### src/rtl/gaussian_sdiv_34_18.sv
// rtl/gaussian_sdiv_34_18.sv - constant-time signed restoring divider, 34-bit / 18-bit -> 16-bit q, 18-bit r
// Define GAUSSIAN_SDIV_SAT_EN to saturate the quotient on overflow (default build wraps).
module gaussian_sdiv_34_18 #(
  parameter int DW = 34,
  parameter int VW = 18,
  parameter int QW = 16
) (
  input  logic          clk,
  input  logic          rst,
  input  logic          in_valid,
  output logic          in_ready,
  input  logic [DW-1:0] dividend,
  input  logic [VW-1:0] divisor,
  output logic          out_valid,
  input  logic          out_ready,
  output logic [QW-1:0] quotient,
  output logic [VW-1:0] remainder,
  output logic          div_by_zero,
  output logic          overflow
);

  localparam int            CW        = $clog2(DW);
  localparam logic [CW-1:0] LAST_ITER = CW'(DW - 1);
  localparam logic [DW-1:0] POS_LIM   = DW'((1 << (QW - 1)) - 1);
  localparam logic [DW-1:0] NEG_LIM   = DW'(1 << (QW - 1));
  localparam logic [QW-1:0] Q_MAX     = {1'b0, {(QW - 1){1'b1}}};
  localparam logic [QW-1:0] Q_MIN     = {1'b1, {(QW - 1){1'b0}}};

  typedef enum logic [1:0] {S_IDLE, S_CALC, S_FIX, S_DONE} state_t;

  state_t        state_q, state_d;
  logic [CW-1:0] cnt_q, cnt_d;
  logic [DW-1:0] dvd_q, dvd_d;    // dividend magnitude, shifted out as quotient bits shift in
  logic [VW-1:0] prem_q, prem_d;
  logic [VW-1:0] dvs_q, dvs_d;
  logic          sd_q, sd_d;
  logic          sv_q, sv_d;
  logic [QW-1:0] quo_q, quo_d;
  logic [VW-1:0] rem_q, rem_d;
  logic          dz_q, dz_d;
  logic          ovf_q, ovf_d;
  logic          vld_q, vld_d;

  logic [VW:0]   trial;
  logic [VW:0]   trial_sub;
  logic          take;
  logic          neg_q;
  logic          q_ovf;
  logic [QW-1:0] q_wrap;
  logic [VW-1:0] r_signed;

  // The VW+1-bit partial remainder; after the restore step it always fits in VW bits.
  assign trial     = {prem_q, dvd_q[DW-1]};
  assign trial_sub = trial - {1'b0, dvs_q};
  assign take      = (trial >= {1'b0, dvs_q});

  assign neg_q    = sd_q ^ sv_q;
  assign q_ovf    = neg_q ? (dvd_q > NEG_LIM) : (dvd_q > POS_LIM);
  assign q_wrap   = neg_q ? (~dvd_q[QW-1:0] + QW'(1)) : dvd_q[QW-1:0];
  assign r_signed = sd_q ? (~prem_q + VW'(1)) : prem_q;

  always_comb begin
    state_d = state_q;
    cnt_d   = cnt_q;
    dvd_d   = dvd_q;
    prem_d  = prem_q;
    dvs_d   = dvs_q;
    sd_d    = sd_q;
    sv_d    = sv_q;
    quo_d   = quo_q;
    rem_d   = rem_q;
    dz_d    = dz_q;
    ovf_d   = ovf_q;
    vld_d   = vld_q;
    case (state_q)
      S_IDLE: begin
        if (in_valid) begin
          sd_d    = dividend[DW-1];
          sv_d    = divisor[VW-1];
          dvd_d   = dividend[DW-1] ? (~dividend + DW'(1)) : dividend;
          dvs_d   = divisor[VW-1] ? (~divisor + VW'(1)) : divisor;
          prem_d  = '0;
          cnt_d   = '0;
          state_d = S_CALC;
        end
      end
      S_CALC: begin
        prem_d = take ? trial_sub[VW-1:0] : trial[VW-1:0];
        dvd_d  = {dvd_q[DW-2:0], take};
        cnt_d  = cnt_q + CW'(1);
        if (cnt_q == LAST_ITER) begin
          state_d = S_FIX;
        end
      end
      S_FIX: begin
        dz_d = (dvs_q == '0);
        if (dvs_q == '0) begin
          quo_d = sd_q ? Q_MIN : Q_MAX;
          rem_d = '0;
          ovf_d = 1'b0;
        end else begin
          ovf_d = q_ovf;
          rem_d = r_signed;
`ifdef GAUSSIAN_SDIV_SAT_EN
          quo_d = q_ovf ? (neg_q ? Q_MIN : Q_MAX) : q_wrap;
`else
          quo_d = q_wrap;
`endif
        end
        state_d = S_DONE;
      end
      S_DONE: begin
        if (!vld_q) begin
          vld_d = 1'b1;
        end else if (out_ready) begin
          vld_d   = 1'b0;
          state_d = S_IDLE;
        end
      end
      default: state_d = S_IDLE;
    endcase
  end

  always_ff @(posedge clk) begin
    if (rst) begin
      state_q <= S_IDLE;
      cnt_q   <= '0;
      dvd_q   <= '0;
      prem_q  <= '0;
      dvs_q   <= '0;
      sd_q    <= 1'b0;
      sv_q    <= 1'b0;
      quo_q   <= '0;
      rem_q   <= '0;
      dz_q    <= 1'b0;
      ovf_q   <= 1'b0;
      vld_q   <= 1'b0;
    end else begin
      state_q <= state_d;
      cnt_q   <= cnt_d;
      dvd_q   <= dvd_d;
      prem_q  <= prem_d;
      dvs_q   <= dvs_d;
      sd_q    <= sd_d;
      sv_q    <= sv_d;
      quo_q   <= quo_d;
      rem_q   <= rem_d;
      dz_q    <= dz_d;
      ovf_q   <= ovf_d;
      vld_q   <= vld_d;
    end
  end

  assign in_ready    = (state_q == S_IDLE);
  assign out_valid   = vld_q;
  assign quotient    = quo_q;
  assign remainder   = rem_q;
  assign div_by_zero = dz_q;
  assign overflow    = ovf_q;

endmodule

### config.mk
export PLATFORM = sky130hd
export DESIGN_NAME = gaussian_sdiv_34_18
export DESIGN_NICKNAME = d
export VERILOG_FILES = /design/src/rtl/gaussian_sdiv_34_18.sv
export SDC_FILE = /design/constraint.sdc
export NUM_CORES = 1
export LEC_CHECK = 0
export CAP_MARGIN = 20
export CORE_MARGIN = 2
export CORE_UTILIZATION = 35
export CTS_BUF_LIST = sky130_fd_sc_hd__clkbuf_4
export DETAILED_ROUTE_END_ITERATION = 8
export PLACE_DENSITY = 0.55
export SETUP_SLACK_MARGIN = 0.05
export SKIP_CTS_REPAIR_TIMING = 1
export SLEW_MARGIN = 20
export SYNTH_ARGS = -nofsm -noshare
export SYNTH_HDL_FRONTEND = slang
export SYNTH_SLANG_ARGS = --single-unit
### constraint.sdc
create_clock -name clk -period 3.63 [get_ports clk]
set_clock_uncertainty 0.1 [all_clocks]
set_input_delay 0.363 -clock clk [delete_from_list [all_inputs] [get_ports clk]]
set_output_delay 0.363 -clock clk [all_outputs]
set_load 0.05 [all_outputs]
==> results of run 1 <==
==> stage by stage <==
step / cell area (µm²) / setup slack (ps) / utilization
3_5_place_dp: 8740 / 470 / 0.414
3_3_place_gp: 8740 / 521 / 0.414
2_1_floorplan: 7520 / 1080 / -
5_1_grt: 9030 / 569 / 0.428
6_report: 9030 / 755 / 0.428
4_1_cts: 9030 / 755 / 0.428
==> worst min-delay path by stage <==
stage,depth (start not counted),endpoint,slack (ps),from
4_1_cts,2,cnt_q[1],60,rst
2_1_floorplan,2,dvs_q[14],340,dvs_q[14]
5_1_grt,2,cnt_q[1],70,rst
6_report,2,cnt_q[1],100,rst
3_3_place_gp,2,quotient[7],350,quotient[7]
3_5_place_dp,2,dvs_q[14],350,dvs_q[14]
==> kinds of logic after synthesis <==
group | count (synthesis) | share of synthesized area
multiplexers | 15 | 0.0200
XOR/XNOR | 88 | 0.102
buffers and inverters | 93 | 0.0469
adder cells (fa/ha/maj) | 29 | 0.0492
AND/OR/NAND/NOR | 375 | 0.242
flip-flops | 117 | 0.311
AO/OA/AOI/OAI | 275 | 0.229
==> per-layer routing <==
metal  vias to the layer above  GRT usage  part of all wire
met1                      3291      0.271              0.50
met3                        19     0.0288             0.038
met5                         -          0                 0
li1                       3692          -                 -
met4                         0     0.0570             0.014
met2                       128      0.296              0.44
==> cells in the mapped netlist (23+ instances only) <==
cell | count | area [µm²]
nand2_1 | 126 | 473
clkbuf_1 | 58 | 218
nand3_1 | 27 | 135
dfxtp_1 | 117 | 2340
a211oi_1 | 23 | 173
a21oi_1 | 79 | 395
xor2_1 | 54 | 473
ha_1 | 28 | 350
o21ai_0 | 74 | 370
nor2_1 | 79 | 297
inv_1 | 31 | 116
xnor2_1 | 34 | 298
nand2b_1 | 33 | 206
==> flip-flops by register name (all words and copies together), names as in the netlist <==
name and cells:
overflow 1, state_q 2, out_valid 1, prem_q 18
sd_q 1, dvd_q 34, quotient 16, dvs_q 18
div_by_zero 1, cnt_q 6, remainder 18, sv_q 1
==> cell type report <==
type / instances / area (µm²)
multi-input cells: 782 / 4850
flip-flops and latches: 117 / 2340
repair buffers: 113 / 1080
diodes: 1 / 2.50
well taps: 275 / 344
clock inverters: 14 / 159
inverters: 32 / 120
clock buffers: 18 / 135
fillers: 2209 / 12100
==> where the power goes <==
group	internal (mW)	switching, mW	leakage [nW]
clock	0.480	0.537	0.159
combinational	1.43	2.23	2.28
sequential	1.57	0.338	0.953
==> worst reg2reg max path, delay by kind of cell (launching register included) <==
family,cells,cell delay [ps]
flops,1,490
simple gates,1,170
mux,1,230
buf+inv,1,370
fa+ha+maj,1,370
compound gates,5,1040
==> metrics.txt, run 1 <==
Clock Latency Late Sink=560 ps; critical path required time=3960 ps; GRT Overall Usage=0.190; # placed instances=1,319; power per cell area=728 nW/µm²; Synth Flop Type=dfxtp_1; final hold vios=0; die area=22,700 µm²; clk sink count=117; DPL Wire Length=15.6 mm; Post-synth ARST share=0; vias in the first global route=6,562; crit-path cells=ha_1, a21oi_1, o21ai_0, nor2_1, o21ai_0, a31oi_2, buf_4, mux2i_1, o21ai_0; status=complete, no violations; CP Launch Point=prem_q[9]; CTS Buffer Depth=2; unique cell type count in the Yosys netlist=50; CTS Root Cell=clkbuf_4; Final nets=1,148; Worst setup SP type=flip-flop; max-cap violation count=0; VDD IR max=0.649 mV; initial antenna violation count=1; worst slew pin tran=974 ps; static leakage=3.40 nW; flop-to-flop setup slack=760 ps; Worst Path Buf+Inv=1; Critical Path AT=3200 ps; CP Capture Type=flip-flop; Std-Cell Rows=53; part of the cycle the worst path needs=0.792; end point of the critical path=prem_q[11]; Pre-antenna DRT Iters=5; CP dominant cell by count=o21ai_0; #FFs+latches synth=117; RSZ-0062 raised after global routing=no; Die X=151 µm; setup TNS=0 ps; final setup fails=0; synth warn=0; total power draw=6.58 mW; worst r2r src=prem_q[9]; synthesized area per cell=7.59 µm²; GPL Wtd Cong=0.873; I/O pins=94; Starting Density=0.357; via count=7,130; largest net degree at the start of global routing=40; most frequent cells in the layout=126 x nand2_1, 117 x dfxtp_1, 92 x clkdlybuf4s50_1, 79 x a21oi_1, 79 x nor2_1; number of port buffers=93; CP max-delay cell=dfxtp_1; total core area=21,100 µm²; critical path depth in cells=9; Highest Clock Rate=348 MHz; first-pass GRT wire length=34.4 mm; Post-synth EDFFs=0; chip height=151 µm; post-synth net total=1,077; worst r2r dst=prem_q[11]; WS Path Type=reg2reg; CP max FO=22; Routed WL=21.2 mm; DRC Markers=0; Syn Inst Count=992; mapped cell area=7520 µm²; Layout area overhead=20.1%; total gr overflow=0; Pins Over Slew Limit=0; H-tree depth=4; total CTS buffers=17; Hold WS=101 ps; clock transition at the registers of the reported paths=120 ps; Finished Layout Cells=1,352; share of cells above drive strength 1=0.0548; Rel. slew slack=0.349; post-route ant nets=0; vias per cell=5.27; cells on worst reg2reg path=9; Tmin final=2870 ps; sequential share of the synthesized area=0.311; commonest non-fill, non-tap cell in the layout=nand2_1; Min-Delay Path Class=in2reg; CTS tree=yes; kind of cell adding the most delay to the critical path=compound AO/OA/AOI/OAI gates; wire per inst=15.7 µm; DR iter-0 viols=454; Critical Path Max Stage Delay=490 ps
Power figures use the tool's default switching activity.
==> run 2, diff against run 1 <==
- clock period: 3.63 -> 2.7 ns (I/O delays scaled with it)
==> metrics.txt, run 2 (synthesis results as in run 1) <==
post-route ant nets=0 (unchanged); vias per cell=5.22 (-1.0%); min-delay src=rst; Tmin final=2510 ps (-365 ps); Final nets=1,222 (+6.4%); worst r2r src=dvs_q[14]; DPL Wire Length=16.3 mm (+4.7%); chip height=151 µm (unchanged); CP max-delay cell=a31oi_4; FF+latch area=2350 µm² (+0.21%); most frequent cells in the layout=126 x nand2_1, 113 x dfxtp_1, 91 x clkdlybuf4s50_1, 91 x buf_4, 79 x nor2_1; CTS Root Cell=clkbuf_4; status=complete, no violations; CTS Buffer Depth=2 (unchanged); Biggest register=dvd_q; final hold vios=0 (unchanged); number of port buffers=93 (unchanged); Critical Path AT=2810 ps (-390 ps); Hold WS=148 ps (+47.4 ps); Pre-antenna DRT Iters=5 (unchanged); final setup fails=0 (unchanged); Rel. slew slack=0.534 (+0.186); I/O pins=94 (unchanged); first-pass GRT wire length=35.7 mm (+3.8%); GRT Overall Usage=0.197 (+0.00618); Clock Latency Late Sink=540 ps (-20 ps); total core area=21,100 µm² (unchanged); Critical Path Max Stage Delay=360 ps (-130 ps); CP max FO=7 (-68%); Place WS=-271 ps (-741 ps); initial antenna violation count=1 (unchanged); vias in the first global route=7,080 (+7.9%); Die X=151 µm (unchanged); Multi-input gate area=4920 µm² (+1.3%); Routed WL=21.4 mm (+0.69%); total power draw=9.50 mW (+45%); max-cap violation count=0 (unchanged); largest net degree at the start of global routing=63 (+57%); fin worst setup slack=190 ps (-565 ps); Worst setup SP type=flip-flop; Std-Cell Rows=53 (unchanged); CP dominant cell by count=o21ai_0; commonest non-fill, non-tap cell in the layout=nand2_1; worst slew pin tran=699 ps (-275 ps); # placed instances=1,389 (+5.3%); Starting Density=0.357 (unchanged); die area=22,700 µm² (unchanged); Pins Over Slew Limit=0 (unchanged); GPL Wtd Cong=0.868 (-0.57%); critical path required time=3000 ps (-960 ps); total CTS buffers=17 (unchanged); Finished Layout Cells=1,426 (+5.5%); DR iter-0 viols=351 (-23%); Layout area overhead=28.3%; power per cell area=984 nW/µm² (+35%); DRC Markers=0 (unchanged); clk sink count=117 (unchanged); clock transition at the registers of the reported paths=110 ps (about the same); Core Util, Final=0.458 (+0.0295); static leakage=3.77 nW (+11%); Highest Clock Rate=398 MHz (+15%); part of the cycle the worst path needs=0.929 (+0.138); Filler cells=2,122 (-3.9%); VDD IR max=0.685 mV (+5.5%); CP Launch Point=dvs_q[14]; via count=7,444 (+4.4%); share of cells above drive strength 1=0.130 (+0.0747); wire per inst=15.0 µm (-4.5%); WS Path Type=reg2reg; H-tree depth=4 (unchanged); CP Capture Type=flip-flop; CTS tree=yes; crit-path cells=inv_1, ha_4, and2_2, a21oi_1, o21ai_0, a211o_1, a31oi_4, clkbuf_16, mux2i_1, o21ai_0; Min-Delay Path Class=in2reg; total gr overflow=0 (unchanged); max reg flops=34 (unchanged)
run 2: changes by cell type in the layout (fill, tap and decap cells not counted), moves of 2 or more:
cell | previous run | this run
buf_4 | 21 | 91
dfxtp_1 | 117 | 113
dfxtp_2 | 0 | 4
a21oi_1 | 79 | 76
a21oi_2 | 0 | 3
o21ai_0 | 73 | 70
o21ai_2 | 0 | 3
bufinv_16 | 3 | 1
clkinv_2 | 3 | 5
run 2: routing by layer:
layer | global-route usage | share of wire
met1 | 0.280 | 0.50
met2 | 0.307 | 0.45
met3 | 0.0291 | 0.036
met4 | 0.0579 | 0.014
met5 | 0 | 0
run 2: worst paths after layout:
check	endpoint	slack, ps	depth (start not counted)
setup / recovery	prem_q[3]	190	10
hold / removal	out_valid	150	2
setup reg to reg	prem_q[3]	190	10
hold reg to reg	dvs_q[14]	360	2
run 2: critical path, delay by kind of cell (launching register included):
family | cells | cell delay [ps]
flip-flops | 1 | 330
multiplexers | 1 | 160
buffers and inverters | 2 | 340
AND/OR/NAND/NOR | 1 | 220
adder cells (fa/ha/maj) | 1 | 230
AO/OA/AOI/OAI | 5 | 1000
run 2: stage by stage:
stage                     TNS [ps]  instance area (µm²)
after floorplan                  0                 7520
after global placement       -1520                 9270
after detailed placement     -1980                 9270
after CTS                     -121                 9520
after global routing         -7.39                 9660
final                            0                 9660
run 2: where the power goes:
part	leakage [nW]	switching, mW	internal [mW]
Clock	0.137	0.714	0.457
Sequential	0.955	0.364	2.11
Combinational	2.68	3.28	2.57
run 2: layout make-up:
type / instances / area share
Clock inverter: 14 / 0.0117
Multi-Input combinational cell: 782 / 0.509
Inverter: 32 / 0.0124
Tap cell: 275 / 0.0356
Sequential cell: 117 / 0.243
Timing Repair Buffer: 187 / 0.174
Clock buffer: 18 / 0.0140
Antenna cell: 1 / 0.000259
==> run 3, diff against run 2 <==
- GPL_ROUTABILITY_DRIVEN: unset -> 0
==> results of run 3 <==
No change in the layout: final DEF, timing and power equal those of run 2.
